**src/rtl/serial_bus_receiver.sv**
```systemverilog
// rtl/serial_bus_receiver.sv - bit-serial LSB-first word receiver with frame check and 2-entry output FIFO
// Shifts framed bits into a word, flags short/long frames, and buffers finished words for a valid/ready consumer.
module serial_bus_receiver #(
  parameter int WIDTH     = 2,
  parameter int ERR_CNT_W = 8
) (
  input  logic                 clk,
  input  logic                 reset,
  input  logic                 ser_valid,
  input  logic                 ser_data,
  input  logic                 ser_last,
  output logic                 ser_ready,
  output logic [WIDTH-1:0]     bus_out,
  output logic                 bus_valid,
  input  logic                 bus_ready,
  output logic                 frame_err,
  output logic [ERR_CNT_W-1:0] err_count
);

  localparam int CNT_W = $clog2(WIDTH);

  typedef enum logic {SHIFT, DROP} state_t;

  state_t               state_q, state_d;
  logic [CNT_W-1:0]     cnt_q, cnt_d;
  logic [WIDTH-2:0]     sh_q, sh_d;
  logic [WIDTH-1:0]     mem_q [2];
  logic                 wr_ptr_q, rd_ptr_q;
  logic [1:0]           count_q;
  logic                 frame_err_q, frame_err_d;
  logic [ERR_CNT_W-1:0] err_count_q;

  logic             bit_acc, pop, push, cnt_last;
  logic [WIDTH-1:0] push_word;

  // ready depends on occupancy only, so a consumer stall never reaches the link combinationally
  assign ser_ready = (count_q != 2'd2);
  assign bus_valid = (count_q != 2'd0);
  assign bus_out   = mem_q[rd_ptr_q];
  assign frame_err = frame_err_q;
  assign err_count = err_count_q;

  assign bit_acc   = ser_valid && ser_ready;
  assign pop       = bus_valid && bus_ready;
  assign cnt_last  = (cnt_q == CNT_W'(WIDTH - 1));
  assign push_word = {ser_data, sh_q};

  always_comb begin
    state_d     = state_q;
    cnt_d       = cnt_q;
    sh_d        = sh_q;
    push        = 1'b0;
    frame_err_d = 1'b0;
    if (bit_acc) begin
      case (state_q)
        SHIFT: begin
          if (cnt_last) begin
            cnt_d = '0;
            if (ser_last) begin
              push = 1'b1;
            end else begin
              frame_err_d = 1'b1;
              state_d     = DROP;
            end
          end else if (ser_last) begin
            cnt_d       = '0;
            frame_err_d = 1'b1;
          end else begin
            for (int i = 0; i < WIDTH - 1; i++) begin
              if (cnt_q == CNT_W'(i)) sh_d[i] = ser_data;
            end
            cnt_d = cnt_q + 1'b1;
          end
        end
        DROP: begin
          // the closing bit of an overlong frame is swallowed with the rest of it
          if (ser_last) state_d = SHIFT;
          cnt_d = '0;
        end
        default: state_d = SHIFT;
      endcase
    end
  end

  always_ff @(posedge clk) begin
    if (reset) begin
      state_q     <= SHIFT;
      cnt_q       <= '0;
      sh_q        <= '0;
      frame_err_q <= 1'b0;
      err_count_q <= '0;
    end else begin
      state_q     <= state_d;
      cnt_q       <= cnt_d;
      sh_q        <= sh_d;
      frame_err_q <= frame_err_d;
      if (frame_err_d && (err_count_q != {ERR_CNT_W{1'b1}})) begin
        err_count_q <= err_count_q + 1'b1;
      end
    end
  end

  always_ff @(posedge clk) begin
    if (reset) begin
      for (int i = 0; i < 2; i++) mem_q[i] <= '0;
      wr_ptr_q <= 1'b0;
      rd_ptr_q <= 1'b0;
      count_q  <= 2'd0;
    end else begin
      if (push) begin
        mem_q[wr_ptr_q] <= push_word;
        wr_ptr_q        <= ~wr_ptr_q;
      end
      if (pop) rd_ptr_q <= ~rd_ptr_q;
      case ({push, pop})
        2'b10:   count_q <= count_q + 2'd1;
        2'b01:   count_q <= count_q - 2'd1;
        default: count_q <= count_q;
      endcase
    end
  end

endmodule

```
**config.mk**
```make
export PLATFORM = sky130hd
export DESIGN_NAME = serial_bus_receiver
export DESIGN_NICKNAME = d
export VERILOG_FILES = /design/src/rtl/serial_bus_receiver.sv
export SDC_FILE = /design/constraint.sdc
export NUM_CORES = 1
export LEC_CHECK = 0
export ABC_AREA = 1
export CORE_UTILIZATION = 55
export DETAILED_ROUTE_END_ITERATION = 10
export PLACE_DENSITY_LB_ADDON = 0.05
export SLEW_MARGIN = 15
export SYNTH_ARGS = -nofsm -noshare
export SYNTH_HDL_FRONTEND = slang
export SYNTH_SLANG_ARGS = --single-unit
```
**constraint.sdc**
```tcl
create_clock -name clk -period 2.56 [get_ports clk]
set_input_delay 0.512 -clock clk [delete_from_list [all_inputs] [get_ports clk]]
set_output_delay 0.512 -clock clk [all_outputs]
set_load 0.01 [all_outputs]
```
==> flow_summary.yaml, run 1 <==
logic_synthesis:
  synth_compound_area_share_pct: 10.5
  muxShareOfSynthArea_pct: 2.05
  yosys.area_share.xor_xnor_pct: 0.796
  avgSynthCellArea_sq_um: 7.86
  synth_fp_nets: 151
  sequential_area_share_after_synthesis_pct: 41.9
  synthesis.area_sq_mm: 0.00110
  synth-seq-cells: 21
  synthAdderAreaFrac_pct: 5.69
  synth_top_family_by_area: "simple AND/OR/NAND/NOR gates"
  yosys.cell_types.count: 23
  synth_simple_gate_area_share_pct: 32.2
  ys.warnings.count: 0
  postSynthCellCount: 140
clock_network:
  ctsRootBufferMaster: "clkbuf_4"
  number_of_hold_buffers_added_after_cts: 0
  cts_htree_levels: 1
  post-cts-setup-buffer-count: 0
  clock_path_buffers: 2
  cts-buffers-inserted: 3
  worstSkewPairLatency_ns: 0.31
  clock_pin_slew_on_the_worst_setup_and_hold_paths_ns: 0.12
  postCtsResizedCells: 0
  tritoncts_num_sinks: 21
  cts_tree: "yes"
detailed_routing:
  drtAntennaViolNets: 0
  vias: 957
  route.layer.met1.wl_mm: 1.02
  initialDrtViolationCount: 22
  total_detailed_routing_wirelength_mm: 2.19
  wl_per_cell_microns: 11.8
  number_of_vias_per_cell: 5.15
  drc: 0
  met3_length_microns: 62
  wl_met2_mm: 1.09
  detailedRoute.firstPassIterationCount: 4
  top_signal_layer_used: "met4"
power_and_ir_drop:
  cellPowerDensity_mw_per_mm2: 478
  power.combinational.fraction_pct: 16.2
  clock_power_share_pct: 26.7
  power.share.sequential_pct: 57.1
  power.share.switching_pct: 28.1
  switchingPower_mw: 0.179
  leakagePower_nw: 0.557
  vdd_ir_drop_max_mv: 0.469
  internal-power_mw: 0.459
critical_path:
  path_buf_inv: 1
  slowest_cell_on_crit_path: "clkdlybuf4s50_1"
  element_type_at_the_critical_path_end: "output port"
  dominant_delay_contributor_by_cell_family_on_the_critical_path: "buffers and inverters"
  critical_path.startpoint_type: "flop"
  critical_path_required_ns: 2.05
  critical_path_peak_fanout: 2
  cell_by_cell_trace_of_the_critical_path: "mux2_2, clkdlybuf4s50_1"
  worst_path_max_stage_delay_ns: 0.48
  worst-setup-path-type: "flop to output port"
  worst-endpoint-arrival_ns: 1.48
global_routing:
  antenna_found_initial: 0
  grt_pass1_wl_mm: 3.47
  maximum_number_of_pins_on_one_net_before_global_route_repair: 14
  gr-total-overflow: 0
  overall_fraction_of_global_route_tracks_in_use_pct: 22.7
  number_of_global_route_vias_before_repair: 857
timing:
  maxSlewViolCount: 0
  worst_pin_slew_ns: 0.378
  setup_repair_after_global_routing_missed_its_margin: "no"
  finalSetupTns_ns: 0
  min_period_over_period_pct: 77.8
  fin_worst_skew_ns: 0.00903
  setup_viol: 0
  report.final.hold_viol_count: 0
  timing.slew.headroom_pct: 74.8
  finalCriticalPeriod_ns: 1.99
  achievable-frequency_mhz: 502
die:
  placementRows: 15
  design.core.area_sq_mm: 0.00180
  start_util_pct: 61.0
  die_footprint_sq_mm: 0.00218
  top_level_ports: 19
  fp.dieH_microns: 46.7
  dieWidth_microns: 46.7
min_path:
  worst_hold_path_type: "flop to flop"
layout:
  layout.nets: 173
  areaGrowthSynthToFinish_pct: 21.5
  fraction_of_layout_instances_using_a_drive_strength_above_1_pct: 11.2
  postLayoutCoreUtil_pct: 74.2
  ff_latch_area_sq_um: 460
  post_layout_nonfiller_instances: 186
  n_antenna_cell: 0
  multi_input_comb_area_sq_um: 563
  fill_cells: 157
placed_design:
  placed_cells: 182
  dpl.hpwl_mm: 1.68
  routabilityCongestion: 0.797
  placement.io_buffers: 18
status:
  status: "completed"
job:
  drv_cap: 0
registers in the layout (all words and copies together) (netlist names), named ones only:
signal,flops
cnt_last,1
count_q,2
err_count,8
frame_err,1
mem_q,4
rd_ptr_q,1
sh_q,1
state_q,1
wr_ptr_q,1
synthesized netlist by cell type, drive strengths merged:
cell,count,area [sq um]
o21ai,6,30.0
buf,2,12.5
nor2,20,104
o21a,1,7.51
dfxtp,17,340
edfxtp,4,120
inv,17,63.8
nand2,34,155
ha,5,62.6
mux2,2,22.5
nand3,14,82.6
xor2,1,8.76
a21oi,14,70.1
o21bai,1,7.51
nand4,2,12.5
per-stage QoR:
step                hold WS, ns  instance area (sq um)  power, mW  setup slack [ns]
finish                    0.469                   1340      0.638             0.568
global route              0.484                   1340      0.664             0.436
CTS                       0.469                   1340      0.637             0.552
detailed placement        0.450                   1310      0.475             0.279
global placement          0.437                   1310      0.470             0.391
floorplan                 0.425                   1100      0.432              1.00
logic make-up after synthesis:
family,after synthesis
AND/OR/NAND/NOR,70
AO/OA/AOI/OAI,22
flip-flops,21
buffers and inverters,19
adder cells (fa/ha/maj),5
multiplexers,2
XOR/XNOR,1
worst paths after layout:
kind | from | endpoint | slack, ns | cells past startpoint
setup reg to reg | count_q[0] | count_q[1] | 0.76 | 10
hold / removal | sh_q | sh_q | 0.47 | 2
hold reg to reg | sh_q | sh_q | 0.47 | 2
setup / recovery | flop | bus_out[0] | 0.57 | 2
metal layers:
layer / GRT usage, % / vias up
li1: - / 497
met1: 27.8 / 437
met2: 40.3 / 19
met3: 3.92 / 4
met4: 7.43 / 0
met5: 0 / -
power groups by stage:
stage | clock network (mW) | registers (mW) | logic [mW]
floorplan | 0 | 0.372 | 0.0601
global placement | 0 | 0.371 | 0.0990
detailed placement | 0 | 0.371 | 0.103
CTS | 0.169 | 0.364 | 0.104
global route | 0.182 | 0.367 | 0.115
finish | 0.171 | 0.365 | 0.103
cell usage in the layout, fill, tap and decap left out, drive strengths merged:
cell	count
nand2	34
nor2	20
clkdlybuf4s50	18
dfxtp	17
inv	17
a21oi	14
nand3	14
o21ai	6
ha	5
edfxtp	4
clkbuf	3
mux2	2
nand4	2
o21a	1
o21bai	1
xor2	1
clkinvlp	1
buf	1
layout make-up:
type / instances / area share (%)
clock buffers: 3 / 1.69
well taps: 25 / 2.34
flip-flops and latches: 21 / 34.5
inverters: 17 / 4.78
multi-input cells: 100 / 42.1
repair buffers: 19 / 14.0
clock inverters: 1 / 0.562
worst register-to-register path, delay by kind of cell (launching register included):
kind	cells	cell delay, ns
AND/OR/NAND/NOR	4	0.37
AO/OA/AOI/OAI	4	0.51
flip-flops	1	0.41
buffers and inverters	1	0.08
adder cells (fa/ha/maj)	1	0.31
Note: power is estimated with default switching activity, not from simulation.
==> run 2, diff against run 1 <==
Settings changed: CORE_UTILIZATION 55 to 51.
Clock period 2.56 ns to 1.9 ns, I/O delays scaled along.
==> run 2 against run 1 <==
Compared with the run above: routed wire length fell by 2.6%; clock skew shrank 0.0080 ns; flip-flop and latch count did not move; hold slack got worse by 0.014 ns; utilization decreased by 3.7 points; worst setup slack lost 0.49 ns; register-to-register slack worse by 0.47 ns; first-iteration DRC count fell by 9.1%; combinational power rose by 49%; critical path type unchanged; largest cell class unchanged.
==> flow_summary.yaml, run 2 (synthesis results as in run 1) <==
die:
  top_level_ports: 19
  dieWidth_microns: 48.4
  fp.dieH_microns: 48.4
  die_footprint_sq_mm: 0.00235
  design.core.area_sq_mm: 0.00200
  placementRows: 16
  start_util_pct: 54.9
layout:
  postLayoutCoreUtil_pct: 70.4
  ff_latch_area_sq_um: 462
  layout.cells.most_common: "nand2_1"
  mostFrequentLayoutCells: "nand2_1, clkdlybuf4s50_1, inv_1, nor2_1, dfxtp_1"
  multi_input_comb_area_sq_um: 563
  fill_cells: 170
  post_layout_nonfiller_instances: 197
  fraction_of_layout_instances_using_a_drive_strength_above_1_pct: 16.5
  layout.nets: 182
  flip_flop_count_of_the_largest_register_after_layout: 8
  n_antenna_cell: 0
  areaGrowthSynthToFinish_pct: 28.2
detailed_routing:
  detailedRoute.firstPassIterationCount: 5
  drc: 0
  wl_per_cell_microns: 10.8
  total_detailed_routing_wirelength_mm: 2.14
  drtAntennaViolNets: 0
  number_of_vias_per_cell: 4.99
  initialDrtViolationCount: 20
  vias: 983
clock_network:
  clock_pin_slew_on_the_worst_setup_and_hold_paths_ns: 0.12
  worstSkewPairLatency_ns: 0.29
  tritoncts_num_sinks: 21
  ctsRootBufferMaster: "clkbuf_4"
  cts-buffers-inserted: 3
  post-cts-setup-buffer-count: 0
  cts_htree_levels: 1
  number_of_hold_buffers_added_after_cts: 0
  postCtsResizedCells: 0
  cts_tree: "yes"
  clock_path_buffers: 2
placed_design:
  placement.io_buffers: 18
  placement.setup.worst_slack_ns: -0.177
  placed_cells: 193
  routabilityCongestion: 0.817
  dpl.hpwl_mm: 1.63
timing:
  setup_repair_after_global_routing_missed_its_margin: "no"
  finalCriticalPeriod_ns: 1.82
  setup_viol: 0
  fin_worst_skew_ns: 0.00106
  report.final.hold_viol_count: 0
  maxSlewViolCount: 0
  timing.slew.headroom_pct: 79.6
  min_period_over_period_pct: 96.0
  worst_pin_slew_ns: 0.305
  achievable-frequency_mhz: 548
  final.setup.worst_slack_ns: 0.0761
critical_path:
  worst-setup-path-type: "flop to output port"
  element_type_at_the_critical_path_end: "output port"
  critical_path_required_ns: 1.52
  critical_path.startpoint_type: "flop"
  worst-endpoint-arrival_ns: 1.44
  critical_path_peak_fanout: 2
status:
  status: "completed"
global_routing:
  grt_use_met3_pct: 2.83
  gr-total-overflow: 0
  grt_util_met1_pct: 26.1
  grtUsageMet2_pct: 37.3
  globalRoute.busiestLayer: "met2"
  maximum_number_of_pins_on_one_net_before_global_route_repair: 14
  number_of_global_route_vias_before_repair: 881
  grt_pass1_wl_mm: 3.75
  antenna_found_initial: 0
  overall_fraction_of_global_route_tracks_in_use_pct: 20.3
power_and_ir_drop:
  leakagePower_nw: 0.612
  vdd_ir_drop_max_mv: 0.495
  cellPowerDensity_mw_per_mm2: 609
min_path:
  worst_hold_path_type: "flop to flop"
job:
  drv_cap: 0
[run 2: changes by cell type in the layout (fill, tap and decap cells not counted)]
cell             change
buf_4                +9
dfxtp_2              +1
dfxtp_1              -1
dlymetal6s2s_1       +1
clkdlybuf4s50_1      -1
[run 2: power by group]
group | total [mW] | switching [mW] | leakage [nW] | internal (mW)
registers | 0.491 | 0.0182 | 0.180 | 0.473
clock network | 0.215 | 0.135 | 0.0139 | 0.0798
logic | 0.153 | 0.0761 | 0.418 | 0.0766
[run 2: path summary, 6_finish.rpt]
check | from | to | slack [ns] | depth (start not counted)
hold reg to reg | rd_ptr_q | flop | 0.46 | 1
hold / removal | rd_ptr_q | flop | 0.46 | 1
setup reg to reg | count_q[0] | count_q[1] | 0.29 | 10
setup / recovery | flop | bus_out[0] | 0.08 | 2
[run 2: through the flow]
| stage | setup TNS (ns) | total power, mW | instance area (sq um) | hold slack (ns) |
|---|---|---|---|---|
| global placement | -0.797 | 0.648 | 1380 | 0.436 |
| global route | 0 | 0.911 | 1410 | 0.500 |
| floorplan | 0 | 0.582 | 1100 | 0.425 |
| finish | 0 | 0.859 | 1410 | 0.456 |
| CTS | 0 | 0.867 | 1410 | 0.462 |
| detailed placement | -1.28 | 0.654 | 1380 | 0.445 |
[run 2: layout make-up]
type / instances / area share [%]
clock buffers: 3 / 1.60
flip-flops and latches: 21 / 32.7
well taps: 27 / 2.40
multi-input cells: 100 / 39.9
inverters: 17 / 4.53
repair buffers: 28 / 18.3
clock inverters: 1 / 0.532
[run 2: metal layers]
metal	share of wire, %	vias up	wire length [microns]
li1	-	517	-
met1	47	439	1000
met2	47	25	995
met3	5.9	2	125
met4	0.47	0	10
met5	0	-	0
[run 2: critical path, stage by stage, from the launching register on]
cell             delay, ns
dfxtp_2               0.36
mux2_2                0.32
clkdlybuf4s50_1       0.47
